File: src/rtl/vga_rx_monitor.sv
// Receive-side VGA monitor: locks to hsync/vsync timing, rebuilds pixel coordinates,
// checks line/frame lengths and captures a probe pixel. Define VGA_RX_CRC_EN for a per-frame CRC-16.
module vga_rx_monitor #(
   parameter int H_TOTAL   = 800,
   parameter int V_TOTAL   = 525,
   parameter int H_ACT_OFS = 144,
   parameter int V_ACT_OFS = 35,
   parameter int H_DISP    = 640,
   parameter int V_DISP    = 480,
   parameter bit SYNC_POL  = 1'b1
) (
   input  logic        clk,
   input  logic        reset,
   input  logic        p_tick,
   input  logic        hsync,
   input  logic        vsync,
   input  logic [11:0] rgb_in,
   input  logic [9:0]  probe_x,
   input  logic [9:0]  probe_y,
   input  logic        err_clr,
   output logic [9:0]  x,
   output logic [9:0]  y,
   output logic        video_on,
   output logic        locked,
   output logic        frame_tick,
   output logic [7:0]  frame_count,
   output logic [11:0] probe_rgb,
   output logic        probe_valid,
   output logic        err_hlen,
   output logic        err_vlen,
   output logic [15:0] frame_crc
);

   localparam logic [10:0] H_LAST  = 11'(H_TOTAL - 1);
   localparam logic [10:0] V_LEN   = 11'(V_TOTAL);
   localparam logic [10:0] H_OFS   = 11'(H_ACT_OFS);
   localparam logic [10:0] V_OFS   = 11'(V_ACT_OFS);
   localparam logic [10:0] H_END   = 11'(H_ACT_OFS + H_DISP);
   localparam logic [10:0] V_END   = 11'(V_ACT_OFS + V_DISP);
   localparam logic [10:0] CNT_MAX = 11'h7FF;

   typedef enum logic [1:0] {SEARCH, ALIGN, LOCKED} state_t;
   state_t state, state_nxt;

   logic        good, good_nxt, seen_h;
   logic        hs_prev, vs_prev;
   logic [10:0] hcnt, vcnt, hcnt_nxt, vcnt_nxt;
   logic        hs_on, vs_on, hs_edge, vs_edge;
   logic        h_fail, v_fail, lock_fail, frame_ok, active;
   logic [9:0]  x_pos, y_pos;

   // hs_prev/vs_prev hold "was asserted", so a stream already inside a pulse
   // at reset release cannot produce a false leading edge.
   always_comb begin
      hs_on   = (hsync == SYNC_POL);
      vs_on   = (vsync == SYNC_POL);
      hs_edge = p_tick && hs_on && !hs_prev;
      vs_edge = p_tick && vs_on && !vs_prev;
      h_fail  = hs_edge && seen_h && (hcnt != H_LAST);
      v_fail  = vs_edge && (vcnt != V_LEN);

      hcnt_nxt = hs_edge ? 11'd0 : ((hcnt == CNT_MAX) ? hcnt : hcnt + 11'd1);
      if (vs_edge)
         vcnt_nxt = {10'd0, hs_edge};
      else if (hs_edge)
         vcnt_nxt = (vcnt == CNT_MAX) ? vcnt : vcnt + 11'd1;
      else
         vcnt_nxt = vcnt;

      x_pos  = 10'(hcnt_nxt - H_OFS);
      y_pos  = 10'(vcnt_nxt - V_OFS);
      active = (hcnt_nxt >= H_OFS) && (hcnt_nxt < H_END) &&
               (vcnt_nxt >= V_OFS) && (vcnt_nxt < V_END);
   end

   always_comb begin
      state_nxt = state;
      good_nxt  = good;
      lock_fail = 1'b0;
      frame_ok  = 1'b0;
      case (state)
         SEARCH: if (vs_edge) begin
            state_nxt = ALIGN;
            good_nxt  = 1'b1;
         end
         ALIGN: begin
            if (h_fail) good_nxt = 1'b0;
            if (vs_edge) begin
               if (good && !h_fail && !v_fail) state_nxt = LOCKED;
               good_nxt = 1'b1;
            end
         end
         LOCKED: begin
            if (h_fail || v_fail) begin
               state_nxt = SEARCH;
               lock_fail = 1'b1;
            end else if (vs_edge) begin
               frame_ok = 1'b1;
            end
         end
         default: state_nxt = SEARCH;
      endcase
   end

   always_ff @(posedge clk) begin
      if (reset) begin
         state <= SEARCH;
         good  <= 1'b0;
      end else begin
         state <= state_nxt;
         good  <= good_nxt;
      end
   end

   assign locked = (state == LOCKED);

   always_ff @(posedge clk) begin
      if (reset) begin
         hs_prev     <= 1'b1;
         vs_prev     <= 1'b1;
         hcnt        <= '0;
         vcnt        <= '0;
         seen_h      <= 1'b0;
         x           <= '0;
         y           <= '0;
         video_on    <= 1'b0;
         frame_tick  <= 1'b0;
         frame_count <= '0;
         probe_rgb   <= '0;
         probe_valid <= 1'b0;
         err_hlen    <= 1'b0;
         err_vlen    <= 1'b0;
      end else begin
         frame_tick  <= 1'b0;
         probe_valid <= 1'b0;
         // A failure in the same cycle as err_clr keeps the flag set.
         if (err_clr) begin
            err_hlen <= 1'b0;
            err_vlen <= 1'b0;
         end
         if (lock_fail && h_fail) err_hlen <= 1'b1;
         if (lock_fail && v_fail) err_vlen <= 1'b1;
         if (p_tick) begin
            hs_prev  <= hs_on;
            vs_prev  <= vs_on;
            hcnt     <= hcnt_nxt;
            vcnt     <= vcnt_nxt;
            video_on <= locked && active;
            if (hs_edge) seen_h <= 1'b1;
            if (active) begin
               x <= x_pos;
               y <= y_pos;
            end
            if (locked && active && x_pos == probe_x && y_pos == probe_y) begin
               probe_rgb   <= rgb_in;
               probe_valid <= 1'b1;
            end
            if (frame_ok) begin
               frame_tick  <= 1'b1;
               frame_count <= frame_count + 8'd1;
            end
         end
      end
   end

`ifdef VGA_RX_CRC_EN
   // CRC-16-CCITT, 12 data bits per pixel, MSB first.
   function automatic logic [15:0] crc12(input logic [15:0] c, input logic [11:0] d);
      logic [15:0] r;
      logic        fb;
      r = c;
      for (int i = 11; i >= 0; i--) begin
         fb = r[15] ^ d[i];
         r  = {r[14:0], 1'b0} ^ (fb ? 16'h1021 : 16'h0000);
      end
      return r;
   endfunction

   logic [15:0] crc_acc;

   always_ff @(posedge clk) begin
      if (reset) begin
         crc_acc   <= 16'hFFFF;
         frame_crc <= 16'h0000;
      end else if (p_tick) begin
         if (vs_edge) begin
            crc_acc <= 16'hFFFF;
            if (frame_ok) frame_crc <= crc_acc;
         end else if (active) begin
            crc_acc <= crc12(crc_acc, rgb_in);
         end
      end
   end
`else
   assign frame_crc = 16'h0000;
`endif

endmodule

File: config.mk
export PLATFORM = sky130hd
export DESIGN_NAME = vga_rx_monitor
export DESIGN_NICKNAME = d
export VERILOG_FILES = /design/src/rtl/vga_rx_monitor.sv
export SDC_FILE = /design/constraint.sdc
export NUM_CORES = 1
export LEC_CHECK = 0
export BUFFER_PORTS_ARGS = -buffer_cell sky130_fd_sc_hd__buf_2
export CAP_MARGIN = 20
export CORE_UTILIZATION = 30
export CTS_CLUSTER_SIZE = 12
export DETAILED_ROUTE_END_ITERATION = 8
export PLACE_DENSITY_LB_ADDON = 0.05
export REMOVE_ABC_BUFFERS = 1
export SETUP_SLACK_MARGIN = 0.4
export SLEW_MARGIN = 10
export SYNTH_ARGS = -nofsm -noshare
export SYNTH_HDL_FRONTEND = slang
export SYNTH_SLANG_ARGS = --single-unit
export TNS_END_PERCENT = 20
File: constraint.sdc
create_clock -name clk -period 6.9 [get_ports clk]
set_input_delay 0.69 -clock clk [delete_from_list [all_inputs] [get_ports clk]]
set_output_delay 0.69 -clock clk [all_outputs]
set_load 0.005 [all_outputs]
Yosys cells after proc, flatten, opt, wreduce, memory -nomap -nowiden
Cells that the tools add are included.
{"block": "classes", "addsub": 5, "order_cmp": 4, "n_eq_ne": 13, "mux": 24, "bitwise_logic": 1, "n_reduce_logical": 33}
{"cell": "2-to-1 mux 11 bit", "n": 5}
{"cell": "adder 11 x 1 -> 11 bit, second input constant", "n": 2}
{"cell": "equality test 11 bit, second input constant", "n": 2}
{"cell": "< comparator 11 x 10 -> 1 bit, second input constant", "n": 2}
{"cell": "!= test 11 x 10 -> 1 bit, second input constant", "n": 2}
{"cell": "equality test 10 bit", "n": 2}
{"cell": "logical AND 1 bit", "n": 17}
{"cell": "2-to-1 mux 1 bit", "n": 13}
{"cell": ">= comparator 11 x 6 -> 1 bit, second input constant", "n": 1}
{"cell": ">= comparator 11 x 8 -> 1 bit, second input constant", "n": 1}
{"cell": "subtractor 10 x 6 -> 10 bit, second input constant", "n": 1}
{"cell": "subtractor 10 x 8 -> 10 bit, second input constant", "n": 1}
{"cell": "adder 8 x 1 -> 8 bit, second input constant", "n": 1}
{"cell": "2-to-1 mux 2 bit", "n": 4}
{"cell": "AND reduction 2 bit", "n": 4}
{"cell": "!= test 2 bit, second input constant", "n": 3}
{"cell": "case mux 2 bit (3 select lines)", "n": 1}
{"cell": "nonzero test 2 bit", "n": 3}
{"cell": "zero test 1 bit", "n": 4}
{"cell": "AND reduction 4 bit", "n": 1}
{"cell": "!= test 3 bit, second input constant", "n": 1}
{"cell": "AND reduction 3 bit", "n": 1}
{"cell": "equality test 2 x 1 -> 1 bit, second input constant", "n": 1}
{"cell": "equality test 2 bit, second input constant", "n": 1}
{"cell": "other kinds (6)", "n": 6}
{"block": "totals", "register_bits": 73, "in_bits": 38, "wordCells": 96}

Longest topological paths before layout
Gate-level depths: netlist (run 1).
{"block": "depth", "ltp_word": 11, "mapped_depth": 19, "ltp_nobuf": 16}

Worst setup path after synthesis (run 1)
Ideal clock, no wire load.
{"block": "synth_timing", "kind": "input -> register", "from": "input p_tick", "to": "register probe_rgb[10]", "setup_ps": 72, "t_arrival_ps": 4079, "required_ps": 6828, "path_slack_ps": 2750, "path_stages": 17, "cell_sequence": "and3b_1 > buf_2 > clkbuf_1 > buf_1 > nand2_1 > o31ai_1 > a31oi_1 > inv_1 > ha_1 > buf_1 > nor3_1 > a21oi_1 > xnor3_1 > a211o_1 > nor4_4 > buf_6 > mux2i_1"}
{"block": "synth_via", "elab_chain_len": 11, "elab_cells_between_ends": 22}
{"item": "start: declaration", "line": "14", "rtl": "input logic p_tick,"}
{"item": "logical AND 1 bit (2 in a row)", "line": "57", "rtl": "hs_edge = p_tick && hs_on && !hs_prev;"}
{"item": "2-to-1 mux 11 bit", "line": "65", "rtl": "else if (hs_edge)"}
{"item": "2-to-1 mux 11 bit *", "line": "63", "rtl": "if (vs_edge)"}
{"item": "via vcnt_nxt[0]", "line": "47", "rtl": "logic [10:0] hcnt, vcnt, hcnt_nxt, vcnt_nxt;"}
{"item": "branches (longest 5 deep; another with subtractor 10 x 6 -> 10 bit)"}
{"item": "logical AND 1 bit *", "line": "154", "rtl": "if (locked && active && x_pos == probe_x && y_pos == probe_y) begin"}
{"item": "AND reduction 2 bit (no source line) *"}
{"item": "end signal: assignment", "line": "155", "rtl": "probe_rgb <= rgb_in;"}
{"item": "end: declaration", "line": "27", "rtl": "output logic [11:0] probe_rgb,"}
Mark *: on every way through the listed nets, which the timed path passes.
A chain may end at the register's enable or synchronous reset.

Final worst setup path (run 1)
{"block": "layout_timing", "from": "register vcnt[0]", "to": "register probe_rgb[3]"}
{"block": "layout_via", "elab_cells_between_ends": 15}
{"item": "start: declaration", "line": "47"}
{"item": "start signal: assignment", "line": "147", "rtl": "vcnt <= vcnt_nxt;"}
{"item": "adder 11 x 1 -> 11 bit or equality test 11 bit (tied branches)", "line": "66", "rtl": "vcnt_nxt = (vcnt == CNT_MAX) ? vcnt : vcnt + 11'd1;"}
{"item": "2-to-1 mux 11 bit", "line": "66"}
{"item": "2-to-1 mux 11 bit *", "line": "65"}
{"item": "2-to-1 mux 11 bit *", "line": "63"}
{"item": "via vcnt_nxt[0]", "line": "47"}
{"item": "subtractor 10 x 6 -> 10 bit *", "line": "71", "rtl": "y_pos = 10'(vcnt_nxt - V_OFS);"}
{"item": "via y_pos[1]", "line": "50", "rtl": "logic [9:0] x_pos, y_pos;"}
{"item": "equality test 10 bit *", "line": "154"}
{"item": "logical AND 1 bit *", "line": "154"}
{"item": "AND reduction 2 bit (no source line) *"}
The timed path passes the listed nets; every way through them passes the cells marked *.

==> metrics list, run 1 <==
- Dividing the detail-routed via count by the number of cells gives 5.29.
- Highest ir drop seen on vdd: 0.109 mV
* Filler instances: 1543
- DR WL/cell: 16.9 um
* I/O pin total: 100
- Number of distinct library cells after synthesis: 67
- The area growth from synthesis to layout is 16.5%.
- Post-detailed-placement cell area: 5010 sq um
- In the routed design, unresolved DRC markers number 12.
- Cells with a size suffix above 1 make up 19.1% of the layout.
- The detailed router finished its first iteration with 232 violations.
- Rel. slew slack: 31.8%
- 0 antenna diodes ended up in the layout.
- Via total after detailed routing: 4260
- The startpoint identified for the worst register-to-register timing path is vcnt[0].
- Root buffer selected by CTS: clkbuf_16
* CTS tree: done
- Final Hold Fails: 0
- The first global-routing pass estimated 21600 um of wire.
- The clock net in this run drives a total of 73 sinks.
* Most heavily used metal layer in global routing: met2
- After floorplanning, the core was divided into 44 placement rows.
- Worst-Skew Late Latency: 350 ps
* Hold Path Cell Cnt: 2
- Cell Chain, Critical Path: ha_1, nand3_1, o31ai_1, a31oi_1, inv_1, ha_1, xor2_1, nor2_1, o2111ai_1, a211oi_1, o311ai_0, a311oi_1, nand4_1, nor4_4, mux2i_1
- After synthesis the netlist holds a flip-flop and latch count of 73.
- Resize count post-CTS: 0
- STA classifies the critical path endpoint as a flip-flop.
* Type of origin of the critical path: flip-flop
- The critical path is of the reg -> reg type.
* Worst clock skew: 8.55 ps
- Initial antenna violation count: 0
* Fmax: 201 MHz
* P_leak: 2.18 nW
- Global routing consumed, on the met3 layer, 4.28% of the routing resources.
- Met2 track demand over resource: 25.5%
- Buffers inserted during post-CTS setup optimization: 0
- Cell types with the largest area share after synthesis: dfxtp_1, mux2i_1, nor2_1, nand2_1, xnor2_1
- CTS Buffer Depth: 2
- Detailed Route WL: 13600 um
* Outcome: complete, but fails checks
- At the worst endpoint, the required time is 7180 ps.
- Tcrit/Tclk final: 72.3%
* CP peak stage delay: 910 ps
- Counting the buffers created by CTS gives 9.
- Hold endpoint: probe_rgb[8]
- Adding up every negative setup slack in the final design gives 0 ps.
* Hold/Removal Path Class: reg -> reg
- The count of buffers added on input and output ports is 83.
- Remaining antenna violation count: 0
* Synth warnings: 0
* Register-to-register path setup slack: 1910 ps
- After clock tree synthesis, the clock-pin slew on the worst setup and hold paths is 70 ps.
- Cell type with the highest aggregate area in the netlist: dfxtp_1
* Synthesized netlist cell count: 558
- Residual overflow from global routing: 0
* Hold wc startpoint: probe_rgb[8]
* Failing checks: design-rule violations
- Met1 global-route usage: 25.4%
* Max-Cap Viols: 0
* Max Fanout on Critical Path: 12
- Largest net degree at the start of global routing: 56
- On the critical path, the stage with the largest delay is an instance of nor4_4.
* Final number of max-transition violations: 0
- The worst register-to-register path ends at probe_rgb[3].
- At the pin with the least slew margin, the transition time is 1020 ps.
* Crit path time final: 4990 ps
- From left edge to right edge, the die measures 125 um.
- # hold bufs at CTS: 0
* Number of synthesized flops with an enable pin: 0
- Power density of the placed cells: 180 nW/um^2
* Core outline area: 14600 sq um
* Final weighted congestion in routability-driven placement: 0.908
- Data arrives at the worst endpoint at 5270 ps.
* Portion of the post-synthesis area used by sequential elements: 32.1%
* Area of all placed cells without fillers: 5300 sq um
- The floorplan step defined a die boundary enclosing 15700 sq um.
- Setup repair after global routing left no endpoint under its margin.
- Global routing used 17.8% of the available tracks across all layers.
- Cell count of the worst reg-to-reg path: 15
* Ys flop type: dfxtp_1
- The mapped netlist covers 4550 sq um.
- The H-tree generated during clock tree synthesis spans 3 levels.
* Nets: 662
* Vias in the first global route: 3868
* Fraction of registers with async set/reset: 0%
- Vertical die dimension: 125 um
* Endpoints failing setup: 0
* Router iterations before antenna repair: 9
- Mean instance size in the synthesized netlist: 8.15 sq um
* Most common cell type on the critical path: ha_1
* Effective utilization at floorplan: 31.1%
- HPWL after detailed placement: 9900 um
* Top-area cell type share of the netlist area: 32.1%
registers in the layout, summed over array words and instances (netlist names), 2 cells and up:
register / flops
probe_rgb: 12
hcnt: 11
vcnt: 11
x: 10
y: 10
frame_count: 8
state: 2
worst max-delay path by stage:
stage,start,endpoint,cells after the start
2_1_floorplan,p_tick,probe_rgb[0],9
3_3_place_gp,p_tick,probe_rgb[5],13
3_5_place_dp,p_tick,probe_rgb[2],16
4_1_cts,vcnt[0],probe_rgb[2],15
5_1_grt,vcnt[0],probe_rgb[3],15
6_report,vcnt[0],probe_rgb[3],15
cell usage after synthesis, types with 4 or more instances:
cell type	count
a211oi_1	17
a21oi_1	26
a31oi_1	10
and2_1	7
and3_1	7
and4_1	8
buf_2	5
buf_4	18
clkbuf_1	29
dfxtp_1	73
ha_1	7
inv_1	12
mux2i_1	34
nand2_1	55
nand3_1	12
nand3b_1	4
nand4_1	11
nor2_1	72
nor2b_1	5
nor3_1	20
nor4_1	9
o211ai_1	4
o21ai_0	11
o31ai_1	4
xnor2_1	22
xor2_1	9
critical path, delay by kind of cell (launching register included):
kind / cells / cell delay, ps
AO/OA/AOI/OAI: 6 / 1840
AND/OR/NAND/NOR: 4 / 1420
adder cells (fa/ha/maj): 2 / 590
flip-flops: 1 / 470
multiplexers: 1 / 260
XOR/XNOR: 1 / 180
buffers and inverters: 1 / 150
layer usage:
metal | wire length [um] | share of wire, % | up-vias
met5 | 0 | 0 | -
met4 | 266 | 2.0 | 0
met3 | 876 | 6.4 | 19
met2 | 5560 | 41 | 177
met1 | 6910 | 51 | 1958
li1 | - | - | 2106
stage by stage:
stage	power, mW	hold slack (ps)	util (%)	setup slack (ps)	cells
after floorplan	0.471	436	-	1410	518
after global placement	0.505	442	34.2	1960	789
after detailed placement	0.505	445	34.2	1810	790
after CTS	0.971	457	36.2	1870	806
after global routing	0.996	471	36.2	1400	806
final	0.952	455	36.2	1910	806
layout by cell type (no fill, tap or decap), types with 4 or more instances in the layout:
| cell | instances |
|---|---|
| dfxtp_1 | 73 |
| o21ai_0 | 11 |
| a31oi_1 | 10 |
| nand3_1 | 12 |
| and4_1 | 8 |
| nand2_1 | 55 |
| nand4_1 | 11 |
| o211ai_1 | 4 |
| o31ai_1 | 4 |
| a21oi_1 | 26 |
| nand3b_1 | 4 |
| nor3_1 | 20 |
| conb_1 | 16 |
| buf_4 | 4 |
| nor2b_1 | 5 |
| nor2_1 | 72 |
| xor2_1 | 9 |
| xnor2_1 | 22 |
| and2_1 | 7 |
| and3_1 | 7 |
| clkbuf_16 | 9 |
| mux2i_1 | 34 |
| nor4_1 | 9 |
| buf_2 | 84 |
| ha_1 | 7 |
| inv_1 | 12 |
| a211oi_1 | 17 |
final cells by class:
| cell class | instances | area (sq um) | share of cell area, % |
|---|---|---|---|
| multi-input combinational | 433 | 2820 | 53.3 |
| sequential | 73 | 1460 | 27.6 |
| inverter | 12 | 45.0 | 0.850 |
| clock inverter | 6 | 51.3 | 0.968 |
| tap | 184 | 230 | 4.34 |
| clock buffer | 10 | 239 | 4.51 |
| timing repair buffer | 88 | 450 | 8.50 |
kinds of logic after synthesis:
| family | Yosys count | synth area share, % |
|---|---|---|
| simple gates | 226 | 24.7 |
| compound gates | 115 | 18.9 |
| flops | 73 | 32.1 |
| buf+inv | 67 | 7.32 |
| mux | 36 | 7.98 |
| xor+xnor | 33 | 6.96 |
| fa+ha+maj | 7 | 1.93 |
| other cells | 1 | 0.0824 |
power breakdown:
group          internal [mW]  switching [mW]  total (mW)
clock                  0.258           0.198       0.455
combinational         0.0257          0.0434      0.0691
sequential             0.424         0.00354       0.427
total                  0.707           0.245       0.952
Power figures use the tool's default switching activity.
==> run 2: changes to the inputs <==
Clock period 6.9 ns to 4.5 ns, I/O delays scaled along.
==> metrics list, run 2 (synthesis results as in run 1) <==
- Outcome: complete, but fails checks
* Failing checks: design-rule violations
- Crit path time final: 3880 ps (-1110 ps)
- The aggregate global routing overflow came to 0 (unchanged).
- The detail-routed via count per cell is 5.22 (-1.2%).
* Number of cell rows: 44 (unchanged)
- Worst clock skew: 10.2 ps (+1.68 ps)
* Share of the core filled with cells: 38.4% (+2.2 points)
- Dpl ws: 152 ps (-1660 ps)
- The count of cells along the worst hold path is 3 (+1).
- STA classifies the critical path endpoint as a flip-flop.
- The largest registers in the layout are probe_rgb: 12 flops, hcnt: 11 flops, vcnt: 11 flops.
- The internal power consumption came to 1.14 mW (+61%).
* Clock network fraction of total power: 49.5% (+1.7 points)
* Global-route wire length before repair: 22800 um (+5.2%)
- Type of origin of the critical path: flip-flop
- Final Hold Fails: 0 (unchanged)
- TritonCTS built the clock tree.
- The residual DRC count came to 8 (-4).
* Fmax: 258 MHz (+29%)
- HPWL after detailed placement: 10300 um (+4.0%)
- # hold bufs at CTS: 0 (unchanged)
- The initial core utilization came to 31.1% (unchanged).
- Max Fanout on Critical Path: 11 (-1)
- The data arrival time at the worst-slack endpoint was 4150 ps (-1120 ps).
* Power density of the placed cells: 271 nW/um^2 (+51%)
- The switching component of the power was 0.386 mW (+58%).
* Root buffer selected by CTS: clkbuf_16
- P_leak: 2.32 nW (+6.8%)
* Cell count of the worst reg-to-reg path: 12 (-3)
- Remaining antenna violation count: 0 (unchanged)
- Combinational fraction of design power: 7.3% (about the same)
- Tcrit/Tclk final: 86.2% (+14 points)
* Worst-Skew Late Latency: 340 ps (about the same)
- The number of vias in the routed layout came to 4353 (+2.2%).
- CTS Buffer Depth: 2 (unchanged)
* Least-Margin Pin Slew: 915 ps (-101 ps)
* Maximum level of the CTS H-tree: 3 (unchanged)
* Initial DRC Count: 245 (+5.6%)
- The final worst setup slack was 620 ps (-1290 ps).
* Flip-flop count of the largest register after layout: 12 (unchanged)
- Nets: 690 (+4.2%)
- The total iterations of the first detailed-routing run is 9 (unchanged).
- Unrepaired setup endpoints after global routing: false
- The area of the die is 15700 sq um (unchanged).
* Diodes inserted: 0 (unchanged)
- The number of maximum-capacitance violations was 0 (unchanged).
* Vertical die dimension: 125 um (unchanged)
- Buffers on Ports: 83 (unchanged)
* Filler instances: 1564 (+1.4%)
- The critical path is of the reg -> reg type.
* Clock transition at the register clock pins on the worst setup and hold paths after CTS: 70 ps (about the same)
- Switch share: 25.4% (-0.31 points)
- CP peak stage delay: 590 ps (-320 ps)
* CTS sink cnt: 73 (unchanged)
- Final weighted congestion in routability-driven placement: 0.861 (-5.1%)
- The number of top-level pins is 100 (unchanged).
* DR WL/cell: 16.9 um (about the same)
* Vias in the first global route: 4170 (+7.8%)
- Ratio of cells with drive above 1 in the final layout: 25.7% (+6.6 points)
* Biggest register: probe_rgb
- Largest net degree at the start of global routing: 55 (-1.8%)
- Die span in x: 125 um (unchanged)
- Highest ir drop seen on vdd: 0.158 mV (+45%)
- Number of buffers inserted during clock tree synthesis: 9 (unchanged)
* Cell Chain, Critical Path: ha_4, and3_2, a31oi_4, a211oi_1, buf_4, or4b_4, a211oi_4, xnor2_1, a211o_1, nor4_4, buf_6, mux2i_1
- The library cells used most frequently in the layout, excluding fill and tap cells, are buf_2, nor2_1, dfxtp_1.
* Overall track demand over capacity in global routing: 18.5% (+0.77 points)
- Among all stages on the critical path, the largest delay is contributed by or4b_4.
- From synthesis to final layout, the design area changed by 23.5%.
- Most common cell after layout, fill and taps aside: buf_2
* Initial antenna violation count: 0 (unchanged)
- The setup-violating endpoint count in the final report is 0 (unchanged).
- Rel. slew slack: 39.0% (+7.2 points)
* Required time worst endpoint: 4770 ps (-2410 ps)
* Core outline area: 14600 sq um (unchanged)
- Sequential group share of total power: 43.1% (-1.8 points)
- The number of slew-limit violations in the final report was 0 (unchanged).
- In this run the worst hold path is classified as in -> reg.
* Detailed Route WL: 14100 um (+3.4%)
-- run 2: cell count changes in the layout (fill, tap and decap cells not counted), sizes merged --
cell | before | now
bufinv | 0 | 1
inv | 14 | 17
clkinvlp | 1 | 0
clkinv | 3 | 1
clkbuf | 10 | 9
buf | 88 | 116
-- run 2: worst paths after layout --
| kind | to | slack [ps] | startpoint |
|---|---|---|---|
| max | probe_rgb[1] | 620 | vcnt[0] |
| min | probe_rgb[6] | 350 | rgb_in[6] |
| max reg2reg | probe_rgb[1] | 620 | vcnt[0] |
| min reg2reg | probe_rgb[9] | 460 | probe_rgb[9] |
-- run 2: area by class of cell --
class	instances	area, sq um	share of cell area [%]
flip-flops and latches	73	1470	26.2
inverters	12	45.0	0.802
well taps	184	230	4.10
clock buffers	9	225	4.01
multi-input cells	433	2890	51.5
clock inverters	7	82.6	1.47
repair buffers	116	668	11.9
-- run 2: power by group through the flow --
stage               combinational (mW)  sequential [mW]  clock, mW
floorplan                       0.0548            0.668          0
global placement                 0.107            0.669          0
detailed placement               0.107            0.669          0
CTS                              0.109            0.655      0.786
global route                     0.124            0.656      0.815
finish                           0.112            0.656      0.754
-- run 2: per-stage QoR --
step	instance area (sq um)	hold slack (ps)	cells	total power, mW	setup TNS [ps]
floorplan	4320	436	518	0.723	-9740
global placement	5160	441	810	0.777	0
detailed placement	5170	451	811	0.776	0
CTS	5540	327	832	1.55	0
global route	5620	345	834	1.60	0
finish	5620	349	834	1.52	0
-- run 2: per-layer routing --
layer / part of all wire [%] / vias up / track usage, %
met3: 6.5 / 27 / 3.64
met4: 2.3 / 0 / 7.53
met5: 0 / - / 0
li1: - / 2170 / -
met2: 40 / 165 / 26.3
met1: 51 / 1991 / 27.1
-- run 2: timing repair --
item | CTS | global route
gates cloned | 0 | 1
setup buffers | 5 | 1
setup endpoints to repair | 12 | 22
gates resized for setup | 8 | 20
pin swaps | 2 | 9
-- run 2: worst max-delay path: cells and delay by family (launching register included) --
kind,cells,cell delay [ps]
multiplexers,1,200
XOR/XNOR,1,160
buffers and inverters,2,410
AO/OA/AOI/OAI,4,1190
AND/OR/NAND/NOR,3,1280
flip-flops,1,370
adder cells (fa/ha/maj),1,200
==> run 3: changes to the inputs <==
Settings changed: CORE_ASPECT_RATIO set to 2, CORE_UTILIZATION 30 to 50.
==> metrics list, run 3 (synthesis results as in run 1) <==
* Clock transition at the register clock pins on the worst setup and hold paths after CTS: 60 ps (about the same)
- The internal power consumption is 1.13 mW (-0.81%).
* PnR Total Power: 1.49 mW (-2.3%)
- Required time worst endpoint: 4770 ps (about the same)
* CTS tree: done
- Worst setup EP type: flip-flop
* Dpl ws: 29.2 ps (-122 ps)
- The clock period minus worst slack is 3930 ps (+52.8 ps).
- The layout cell share with drive strength beyond 1 was 26.7% (+0.96 points).
- The share of power burned in the clock network came to 48.3% (-1.2 points).
- Vias in the first global route: 4363 (+4.6%)
- The port buffer count was 83 (unchanged).
* # hold bufs at CTS: 0 (unchanged)
* Core outline area: 8710 sq um (-41%)
- Worst-Skew Late Latency: 340 ps (about the same)
- The number of maximum-capacitance violations was 0 (unchanged).
- The transition time at the pin with the least slew margin is 918 ps (+3.81 ps).
- The run finished with clean final reports.
- Setup repair after global routing could not meet its margin everywhere.
* Tcrit/Tclk final: 87.4% (+1.2 points)
* Sequential group share of total power: 44.1% (+1.0 points)
- The total iterations of the first detailed-routing run came to 4 (-5).
- Highest ir drop seen on vdd: 0.316 mV (+100%)
* Initial DRC Count: 226 (-7.8%)
- Diodes inserted: 0 (unchanged)
- The maximum number of pins on one net before global-route repair was 56 (+1.8%).
* Area growth, synth to finish: 22.0%
* Effective utilization at floorplan: 52.2% (+21 points)
- The initial antenna violation count came to 0 (unchanged).
- The area of the die came to 9510 sq um (-39%).
- Detailed Route WL: 14400 um (+2.0%)
- The smallest hold slack was 352 ps (+3.51 ps).
* Filler instances: 813 (-48%)
- Hold/Removal Path Class: in -> reg
- The switching component of the power came to 0.360 mW (-6.7%).
- The worst setup path is launched from a flip-flop.
- Final Hold Fails: 0 (unchanged)
- The antenna violation net count after detailed routing was 0 (unchanged).
- The final cell count without fillers came to 749 (-10%).
- The final estimated routing congestion in global placement is 0.960 (+12%).
- Switch share: 24.3% (-1.1 points)
* I/O pin total: 100 (unchanged)
- DR WL/cell: 19.2 um (+14%)
* Die span in x: 69.5 um (-45%)
* Flip-flop count of the largest register after layout: 12 (unchanged)
- Vertical die dimension: 137 um (+9.4%)
* Nets: 689 (-0.14%)
* Overall track demand over capacity in global routing: 30.4% (+12 points)
- Commonest cells after routing, fill and taps aside: buf_2, nor2_1, dfxtp_1
* HPWL after detailed placement: 10900 um (+6.2%)
- CTS sink cnt: 73 (unchanged)
- Counting flops per register, the top entry is probe_rgb.
* Power density of the placed cells: 268 nW/um^2 (-1.1%)
- The cell row count was 48 (+9.1%).
- Smallest setup slack after layout: 568 ps (-52.8 ps)
- The number of placed cells counting well taps came to 721 (-11%).
- The setup-violating endpoint count in the final report was 0 (unchanged).
- CTS Buffer Depth: 2 (unchanged)
- The residual DRC count was 0 (-8).
- The data arrival time at the worst-slack endpoint was 4200 ps (+50 ps).
* Residual overflow from global routing: 0 (unchanged)
- P_leak: 2.34 nW (+0.57%)
- The top fanout value on the critical path came to 23 (+12).
* Final number of max-transition violations: 0 (unchanged)
- Fmax: 254 MHz (-1.3%)
- The number of H-tree branching levels was 3 (unchanged).
* Worst setup path class: reg -> reg
* Largest registers in the final layout: probe_rgb: 12 flops, hcnt: 11 flops, vcnt: 11 flops
* Most common cell after layout, fill and taps aside: buf_2
* Worst clock skew: 7.82 ps (-2.40 ps)
- Combinational fraction of design power: 7.6% (+0.3 points)
* Number of vias per cell: 6.00 (+15%)
* Rel. slew slack: 38.7% (-0.25 points)
- Via total after detailed routing: 4493 (+3.2%)
- The global-route wire length before repair came to 22100 um (-2.9%).
- Number of buffers inserted during clock tree synthesis: 9 (unchanged)
* Root buffer selected by CTS: clkbuf_16
-- run 3: changes by cell type in the layout (fill, tap and decap cells not counted), moves of 2 or more --
cell	change
and4_4	+2
clkinvlp_4	+2
dfxtp_1	-4
dfxtp_2	+3
inv_6	-4
-- run 3: per-layer routing --
layer  wire length (um)  track usage [%]
met1               4940             27.2
met4                872             21.0
met5                  0                0
met3                511             5.52
met2               8040             59.8
-- run 3: through the flow --
stage               utilization [%]  setup TNS, ps  instance area [sq um]
detailed placement             57.6              0                   5020
finish                         63.7              0                   5550
global placement               57.6              0                   5020
global route                   63.7              0                   5550
CTS                            61.5              0                   5350
floorplan                         -          -9740                   4320
-- run 3: worst paths after layout --
kind / end / depth (start not counted) / from / slack (ps)
max reg2reg: probe_valid / 11 / hs_prev / 570
max: probe_valid / 11 / hs_prev / 570
min reg2reg: probe_rgb[8] / 2 / probe_rgb[8] / 450
min: probe_rgb[3] / 3 / rgb_in[3] / 350
-- run 3: area by class of cell --
cell class                 instances  area [sq um]  area share, %
multi-input combinational        433          2940           53.0
tap                              100           125           2.25
inverter                          12          45.0          0.812
sequential                        73          1480           26.7
clock inverter                     6          67.6           1.22
timing repair buffer             115           663           11.9
clock buffer                      10           229           4.13
-- run 3: power groups by stage --
| stage | registers [mW] | clock network, mW | logic, mW |
|---|---|---|---|
| 5_1_grt | 0.656 | 0.757 | 0.123 |
| 6_report | 0.656 | 0.717 | 0.113 |
| 2_1_floorplan | 0.668 | 0 | 0.0548 |
| 4_1_cts | 0.655 | 0.733 | 0.106 |
| 3_3_place_gp | 0.669 | 0 | 0.104 |
| 3_5_place_dp | 0.669 | 0 | 0.105 |
-- run 3: timing repair --
action	4_1_cts	5_1_grt
pin swaps	2	12
buffers inserted	1	10
cloned	0	1
endpoints found under the setup margin	14	29
resized for setup	10	33
-- run 3: worst max-delay path: stages, from the launching register on --
cell,delay (ps)
dfxtp_1,320
and3b_1,390
buf_4,350
nand4_1,150
mux2i_1,390
a21oi_1,260
or4b_1,570
a221oi_4,410
nand2_1,200
nor4_1,390
buf_4,170
and4_1,240
